File: src/rtl/led_pkg.sv
// Shared constants for the LED pattern source: default sizes, speed limits,
// shift direction encodings and the shift-pattern reset value.
package led_pkg;

    localparam int unsigned N_LEDS_DEF    = 4;
    localparam int unsigned N_SPEED_DEF   = 2;
    localparam int unsigned CNT_W_DEF     = 32;

    localparam int unsigned LIM0_DEF      = 2**23;
    localparam int unsigned LIM1_DEF      = 2**24;
    localparam int unsigned LIM2_DEF      = 2**25;
    localparam int unsigned LIM3_DEF      = 2**26;

    localparam logic        DIR_LEFT      = 1'b0;
    localparam logic        DIR_RIGHT     = 1'b1;

    localparam int unsigned SHIFT_RST_VAL = 1;

endpackage

File: src/rtl/led_prescaler.sv
// Selectable-rate prescaler: counts enabled clocks and emits a one-cycle tick
// every `limit` clocks; `adv` is the combinational strobe for the tick edge.
module led_prescaler
    import led_pkg::*;
#(
    parameter int unsigned N_SPEED = N_SPEED_DEF,
    parameter int unsigned CNT_W   = CNT_W_DEF,
    parameter int unsigned LIM0    = LIM0_DEF,
    parameter int unsigned LIM1    = LIM1_DEF,
    parameter int unsigned LIM2    = LIM2_DEF,
    parameter int unsigned LIM3    = LIM3_DEF
) (
    input  logic               clk,
    input  logic               rst,
    input  logic               en,
    input  logic [N_SPEED-1:0] speed_sel,
    output logic               adv,
    output logic               tick
);

    logic [CNT_W-1:0] cnt;
    logic [CNT_W-1:0] limit;

    always_comb begin
        limit = CNT_W'(LIM0);
        case (speed_sel[1:0])
            2'd0:    limit = CNT_W'(LIM0);
            2'd1:    limit = CNT_W'(LIM1);
            2'd2:    limit = CNT_W'(LIM2);
            default: limit = CNT_W'(LIM3);
        endcase
    end

    // ">=" so a speed change that lowers the limit below the count ticks at once
    assign adv = en && (cnt >= limit - CNT_W'(1));

    always_ff @(posedge clk or posedge rst) begin
        if (rst) begin
            cnt  <= '0;
            tick <= 1'b0;
        end else begin
            tick <= adv;
            if (adv)
                cnt <= '0;
            else if (en)
                cnt <= cnt + CNT_W'(1);
        end
    end

endmodule

File: src/rtl/led_pattern_gen.sv
// LED pattern source: rotating one-hot shift pattern and all-on/all-off flash
// pattern, both advanced on the prescaler tick. LED_PATTERN_PINGPONG_EN makes
// the shift pattern bounce between the ends instead of wrapping.
module led_pattern_gen
    import led_pkg::*;
#(
    parameter int unsigned N_LEDS  = N_LEDS_DEF,
    parameter int unsigned N_SPEED = N_SPEED_DEF,
    parameter int unsigned CNT_W   = CNT_W_DEF,
    parameter int unsigned LIM0    = LIM0_DEF,
    parameter int unsigned LIM1    = LIM1_DEF,
    parameter int unsigned LIM2    = LIM2_DEF,
    parameter int unsigned LIM3    = LIM3_DEF
) (
    input  logic               i_clock,
    input  logic               i_reset,
    input  logic               i_enable,
    input  logic [N_SPEED-1:0] i_speed_sel,
    input  logic               i_dir,
    output logic [N_LEDS-1:0]  o_shift_leds,
    output logic [N_LEDS-1:0]  o_flash_leds,
    output logic               o_tick
);

    localparam logic [N_LEDS-1:0] SHIFT_RST = N_LEDS'(SHIFT_RST_VAL);

    logic              adv;
    logic              step_dir;
    logic [N_LEDS-1:0] shift_rotl;
    logic [N_LEDS-1:0] shift_rotr;
    logic [N_LEDS-1:0] shift_next;

    led_prescaler #(
        .N_SPEED (N_SPEED),
        .CNT_W   (CNT_W),
        .LIM0    (LIM0),
        .LIM1    (LIM1),
        .LIM2    (LIM2),
        .LIM3    (LIM3)
    ) u_prescaler (
        .clk       (i_clock),
        .rst       (i_reset),
        .en        (i_enable),
        .speed_sel (i_speed_sel),
        .adv       (adv),
        .tick      (o_tick)
    );

    assign shift_rotl = {o_shift_leds[N_LEDS-2:0], o_shift_leds[N_LEDS-1]};
    assign shift_rotr = {o_shift_leds[0], o_shift_leds[N_LEDS-1:1]};
    assign shift_next = (step_dir == DIR_LEFT) ? shift_rotl : shift_rotr;

`ifdef LED_PATTERN_PINGPONG_EN
    logic pp_dir;
    logic dir_unused;

    assign dir_unused = i_dir;
    assign step_dir   = pp_dir;

    // Turn around on the tick that lands the bit on an end position
    always_ff @(posedge i_clock or posedge i_reset) begin
        if (i_reset)
            pp_dir <= DIR_LEFT;
        else if (adv && (((pp_dir == DIR_LEFT)  && shift_next[N_LEDS-1]) ||
                         ((pp_dir == DIR_RIGHT) && shift_next[0])))
            pp_dir <= ~pp_dir;
    end
`else
    assign step_dir = i_dir;
`endif

    always_ff @(posedge i_clock or posedge i_reset) begin
        if (i_reset) begin
            o_shift_leds <= SHIFT_RST;
            o_flash_leds <= '0;
        end else if (adv) begin
            o_shift_leds <= shift_next;
            o_flash_leds <= ~o_flash_leds;
        end
    end

endmodule

File: config.mk
export PLATFORM = sky130hd
export DESIGN_NAME = led_pattern_gen
export DESIGN_NICKNAME = d
export VERILOG_FILES = /design/src/rtl/led_pkg.sv /design/src/rtl/led_prescaler.sv /design/src/rtl/led_pattern_gen.sv
export SDC_FILE = /design/constraint.sdc
export NUM_CORES = 1
export LEC_CHECK = 0
export ABC_AREA = 1
export CORE_UTILIZATION = 40
export DETAILED_ROUTE_END_ITERATION = 12
export PLACE_DENSITY_LB_ADDON = 0.2
export SETUP_SLACK_MARGIN = 0.5
export SLEW_MARGIN = 10
export SYNTH_ARGS = -nofsm -noshare
export SYNTH_HDL_FRONTEND = slang
export SYNTH_SLANG_ARGS = --single-unit
File: constraint.sdc
create_clock -name i_clock -period 1.59 [get_ports i_clock]
set_input_delay 0.159 -clock i_clock [delete_from_list [all_inputs] [get_ports i_clock]]
set_output_delay 0.159 -clock i_clock [all_outputs]
set_load 0.05 [all_outputs]
* Yosys cells after proc, flatten, opt, wreduce, memory -nomap -nowiden
Cells that the tools add are included.
Widths: inputs -> output; s select.
** Word-level totals
- Logic and storage cells :: 17
- Input bits :: 6
- Flip-flop bits (word level) :: 41
- Output and inout bits :: 9
** Cells by class
- Add/subtract/negate cells :: 2
- Bitwise gates (word level) :: 1
- $lt $le $gt $ge :: 1
- Muxes and demuxes :: 4
- Equality and inequality tests :: 2
- Reduce and logical (&&, ||, !) cells :: 3
** Operators by type and width (count)
- $pmux 27 s3 :: 1
- $mux 32 :: 2
- $add 32x1->32 const B :: 1
- $ge 32x32->1 :: 1
- $sub 27x1->28 const B :: 1
- $mux 4 :: 1
- $not 4->4 :: 1
- $eq 2x1->1 const B :: 1
- $eq 2x2->1 const B :: 1
- $logic_not 2->1 :: 1
- $reduce_bool 2->1 :: 1
- $logic_and 1x1->1 :: 1

* Longest topological paths before layout
- Depth after elaboration :: 6
- Gate-level depth with buffers :: 11
- Mapped depth without buffers :: 10

* Hierarchy
Synthesis repeated with hierarchy kept, for this count alone.
** Unflattened totals
- Cells, all modules :: 298
- Area total of the unflattened synthesis :: 2283.4 sq um
** By module, submodules not included
- led_prescaler :: area each 1929.4 sq um, times used 1, seq. area each 825.8 sq um, cells each 258
- led_pattern_gen :: area each 354.1 sq um, times used 1, seq. area each 201.4 sq um, cells each 40

* Least setup slack after synthesis
OpenSTA, ideal clock, no wires.
- Path kind :: register to register
- Start :: register u_prescaler.cnt[25]
- End :: register u_prescaler.cnt[23]
- Path buffers :: 1
- Setup slack :: 6 ps
- Cell stages (with the launch flop) :: 10
- Clock period less this slack :: 1584 ps
- Arrival :: 1512 ps
- Setup time :: 72 ps
- Data required time :: 1518 ps
- Cell sequence :: dfrtp_1 -> ha_1 -> nand2_1 -> nand3b_1 -> nor2_1 -> nand2_1 -> nand2_1 -> buf_1 -> nand3_1 -> nor2_1
** On the way
- Word-level cells in the longest chain between the ends :: 3
- Elaborated cells on any way between the ends :: 4
- Classes of those cells :: order compare (1); mux (1); reduce/logical (2)
** RTL lines
- from (decl) :: line led_prescaler.sv:21 : logic [CNT_W-1:0] cnt;
- from (signal assigned) :: line led_prescaler.sv:46 : cnt <= cnt + CNT_W'(1);
- $ge 32x32->1 * :: line led_prescaler.sv:35 : assign adv = en && (cnt >= limit - CNT_W'(1));
- $logic_and 1x1->1 * :: line led_prescaler.sv:35
- $mux 32 or $reduce_bool 2->1 (tied branches)
Every way passes the cells marked *; elsewhere a longest branch is shown, timed or not.
A chain may end at the register's enable or synchronous reset.

* Worst setup path after layout
- Start :: register u_prescaler.cnt[25]
- End :: register o_shift_leds[2]
** On the way
- Word-level cells in the longest chain between the ends :: 2
** RTL lines
- $ge 32x32->1 :: line led_prescaler.sv:35
- $logic_and 1x1->1 :: line led_prescaler.sv:35
- to (signal assigned) :: line led_pattern_gen.sv:77 : o_shift_leds <= shift_next;
- to (decl) :: line led_pattern_gen.sv:20 : output logic [N_LEDS-1:0] o_shift_leds,
No other way between the ends.

==> impl_summary.log <==
[metrics] Worst-Margin Slew: 0.275 ns
[metrics] CTS buffer count: 5
[metrics] EDFF count, synth: 0
[metrics] number of hold buffers added after cts: 0
[metrics] post-synth design cell area: 2250 um^2
[metrics] worst setup slack for register-to-register paths: -0.02 ns
[metrics] Psw: 1.09 mW
[metrics] Clock Tree Root: sky130_fd_sc_hd__clkbuf_8
[metrics] Async SR Flop Fraction: 100%
[metrics] part of the power in the clock network: 27.2%
[metrics] via count normalized by instance count: 4.78
[metrics] chain of cells forming the critical path: ha_4, nand2_2, nor2_2, nand2_1, nor2_2, nand2_2, nand2_4, buf_12, buf_12, nand2_1, nand2_1
[metrics] final net count: 358
[metrics] FF+latch count, synth: 41
[metrics] Cell Rows: 26
[metrics] final critical delay including setup and external delays: 1.61 ns
[metrics] port bufs: 14
[metrics] setup repair after global routing missed its margin: true
[metrics] Critical Setup Path Class: reg2reg
[metrics] data arrival time of the critical path: 1.85 ns
[metrics] clock-pin slew reported for the worst setup and hold paths after clock tree synthesis: 0.08 ns
[metrics] antenna violations before repair: 0
[metrics] horizontal die dimension: 77.0 um
[metrics] total inserted antenna cells: 0
[metrics] Relative slew margins: 81.7%
[metrics] Net Count, Synth: 312
[metrics] mean routed wirelength per cell: 12.1 um
[metrics] number of hold violations in the final report: 0
[metrics] Die Outline Area: 5930 um^2
[metrics] Worst Skew: 0.00238 ns
[metrics] smallest setup slack after layout: -0.0158 ns
[metrics] run status: finished with violations
[metrics] CORE AREA: 5270 um^2
[metrics] number of remaining DRC errors: 0
[metrics] global-route wire length before repair: 8920 um
[metrics] period utilization: 101%
[metrics] clock insertion delay at the later pin of the skew report: 0.30 ns
[metrics] Final Instance Count excl. Fillers: 419
[metrics] Max Fclk: 623 MHz
[metrics] CTS tree: done
[metrics] power density over the cells: 1080 nW/um^2
[metrics] vias in the first global route: 1982
[metrics] met1 demand-to-capacity share in global routing: 25.5%
[metrics] master of the slowest instance on the critical path: sky130_fd_sc_hd__dfrtp_1
[metrics] sequential fraction of the synthesis area: 45.6%
[metrics] Vert. Die Dim: 77.0 um
[metrics] capturing element type of the critical path: flip-flop
[metrics] launching element type of the critical path: flip-flop
[metrics] starting density of the core: 42.7%
[metrics] worst reg-to-reg path cell count: 11
[metrics] first-pass iteration count of the detailed router: 4
[metrics] dominant delay contributor by cell family on the critical path: simple AND/OR/NAND/NOR gates
[metrics] worst vdd rail ir drop: 0.851 mV
[metrics] number of ports placed on the die boundary: 15
[metrics] number of standard cells after synthesis: 302
[metrics] leakage power of the design: 1.42 nW
[metrics] largest net degree at the start of global routing: 32
[metrics] number of vias after detailed routing: 2004
[metrics] gp weighted congestion: 0.850
[metrics] total overflow reported by the global router: 0
[metrics] number of buffer and inverter stages on the critical path: 2
[metrics] initial DRC count: 72
[metrics] Post-synth top flop: sky130_fd_sc_hd__dfrtp_1
[metrics] Switching Share: 34.0%
[metrics] relative contribution of sequential cells to total power: 41.5%
[metrics] violated checks: setup timing
[metrics] final setup TNS: -0.132 ns
[metrics] most frequent cell on the critical path: sky130_fd_sc_hd__nand2_1
[metrics] Max Buffers Root-to-Sink: 2
[metrics] destination of the worst register-to-register timing path: o_shift_leds[2]
[metrics] share of post-route cells with drive strength above 1: 23.5%
[metrics] Max-Cap Viols: 0
[metrics] required time worst endpoint: 1.83 ns
[metrics] YS warnings: 0
[metrics] H-tree depth: 2
[metrics] reg2reg start: u_prescaler.cnt[25]
[metrics] final setup violation count: 19
[metrics] HPWL Detailed: 3550 um
[metrics] overall routing resource usage: 19.2%
[metrics] post-synth cell types: 28
[metrics] total clock sinks: 41
[metrics] type of the tightest min-delay check: in2async
[metrics] Cells after DPL: 398
[metrics] area growth from synthesis to final layout: 32.3%
[metrics] count of final max-slew check failures: 0
[metrics] final core utilization: 56.5%
[metrics] Avg Synthesized Cell Area: 7.46 um^2
[metrics] ANT nets after route: 0
[metrics] met3 usage in global routing: 3.57%
[metrics] peak-usage layer in the global routing report: met2
[metrics] Power Internal: 2.13 mW
[metrics] total length of routed wires: 5070 um
[metrics] CP max stage delay: 0.41 ns
[metrics] met2 capacity usage during global routing: 31.7%
[metrics] Comb power frac: 31.3%
[metrics] maximum fanout along the worst path: 8
## synth_stat cells (2+ instances only)
library cell               number  area share (%)
sky130_fd_sc_hd__a21oi_1        5             1.1
sky130_fd_sc_hd__nand3b_1       2            0.67
sky130_fd_sc_hd__xor2_1         8             3.1
sky130_fd_sc_hd__nor3_1         3            0.67
sky130_fd_sc_hd__nor2_1        70              12
sky130_fd_sc_hd__xnor2_1        7             2.7
sky130_fd_sc_hd__nand2_1       78              13
sky130_fd_sc_hd__ha_1           4             2.2
sky130_fd_sc_hd__buf_4          3             1.0
sky130_fd_sc_hd__buf_1          2            0.33
sky130_fd_sc_hd__o21ai_0        4            0.89
sky130_fd_sc_hd__o22ai_1        3            0.83
sky130_fd_sc_hd__nand3_1       22             4.9
sky130_fd_sc_hd__nor2_4         2             1.0
sky130_fd_sc_hd__nand2_2        2            0.56
sky130_fd_sc_hd__nand4_1        6             1.7
sky130_fd_sc_hd__dfrtp_1       40              44
sky130_fd_sc_hd__inv_1         31             5.2
## layer usage
metal	share of wire [%]	vias up
li1	-	1029
met1	48	935
met2	47	34
met3	3.5	6
met4	1.3	0
met5	0	-
## power groups by stage
stage | clock network (mW) | registers [mW] | logic (mW)
final | 0.876 | 1.34 | 1.01
after global routing | 0.946 | 1.36 | 1.10
after CTS | 0.912 | 1.33 | 0.919
after detailed placement | 0 | 1.36 | 0.830
after global placement | 0 | 1.36 | 0.821
after floorplan | 0 | 1.63 | 0.271
## how the worst max path moves through the flow
stage / from / end / slack, ns / depth (start not counted)
4_1_cts: u_prescaler.cnt[24] / o_shift_leds[0] / -0.007 / 11
2_1_floorplan: u_prescaler.cnt[25] / o_shift_leds[2] / 0.13 / 10
3_5_place_dp: i_speed_sel[1] / u_prescaler.cnt[8] / -0.35 / 11
3_3_place_gp: i_speed_sel[1] / u_prescaler.cnt[3] / -0.29 / 11
5_1_grt: u_prescaler.cnt[25] / o_shift_leds[2] / -0.12 / 11
6_report: u_prescaler.cnt[25] / o_shift_leds[2] / -0.02 / 11
## registers in the layout, indices dropped and copies added (netlist names)
name / flops
o_flash_leds: 4
o_shift_leds: 4
u_prescaler.cnt: 32
u_prescaler.tick: 1
## logic make-up after synthesis
kind of cell	after synthesis	synth area share (%)
xor gates and xnor gates	15	5.83
and+or+nand+nor	188	35.3
adders and majority gates	4	2.22
buffers and inverters	40	7.55
AOI/OAI and AO/OA	14	3.44
DFF	41	45.6
## through the flow
step	cell area (um^2)	hold WS (ns)	power [mW]	worst slack, ns
global placement	2610	0.475	2.18	-0.286
finish	2980	0.153	3.22	-0.0158
CTS	2880	0.150	3.16	-0.00684
detailed placement	2610	0.480	2.19	-0.349
floorplan	2280	0.144	1.90	0.132
global route	2980	0.165	3.41	-0.118
## final cells by class
| cell class | instances | area [um^2] |
|---|---|---|
| clock inverter | 1 | 30.0 |
| inverter | 32 | 124 |
| timing repair buffer | 47 | 469 |
| tap | 70 | 87.6 |
| multi-input combinational | 221 | 1150 |
| clock buffer | 7 | 86.3 |
| fill | 493 | 2290 |
| sequential | 41 | 1030 |
## placed cells by master (no fill, tap or decap), types with 4 or more instances in the layout
master                     instances
sky130_fd_sc_hd__nand4_1           6
sky130_fd_sc_hd__nand3_1          21
sky130_fd_sc_hd__xor2_1            7
sky130_fd_sc_hd__dfrtp_1          40
sky130_fd_sc_hd__clkbuf_8          6
sky130_fd_sc_hd__xnor2_1           7
sky130_fd_sc_hd__nand2_2           7
sky130_fd_sc_hd__inv_1            29
sky130_fd_sc_hd__nor2_1           60
sky130_fd_sc_hd__nand2_1          73
sky130_fd_sc_hd__buf_12            6
sky130_fd_sc_hd__a21oi_1           4
sky130_fd_sc_hd__nor2_2            7
sky130_fd_sc_hd__nor2_4            5
sky130_fd_sc_hd__buf_4            32
## what timing repair did
item / 4_1_cts / 5_1_grt
resized for setup: 13 / 20
hold endpoints to repair: 0 / 0
setup endpoints to repair: 38 / 43
pin swaps: 0 / 2
cloned: 1 / 0
setup buffers: 8 / 4
Power figures use the tool's default switching activity.
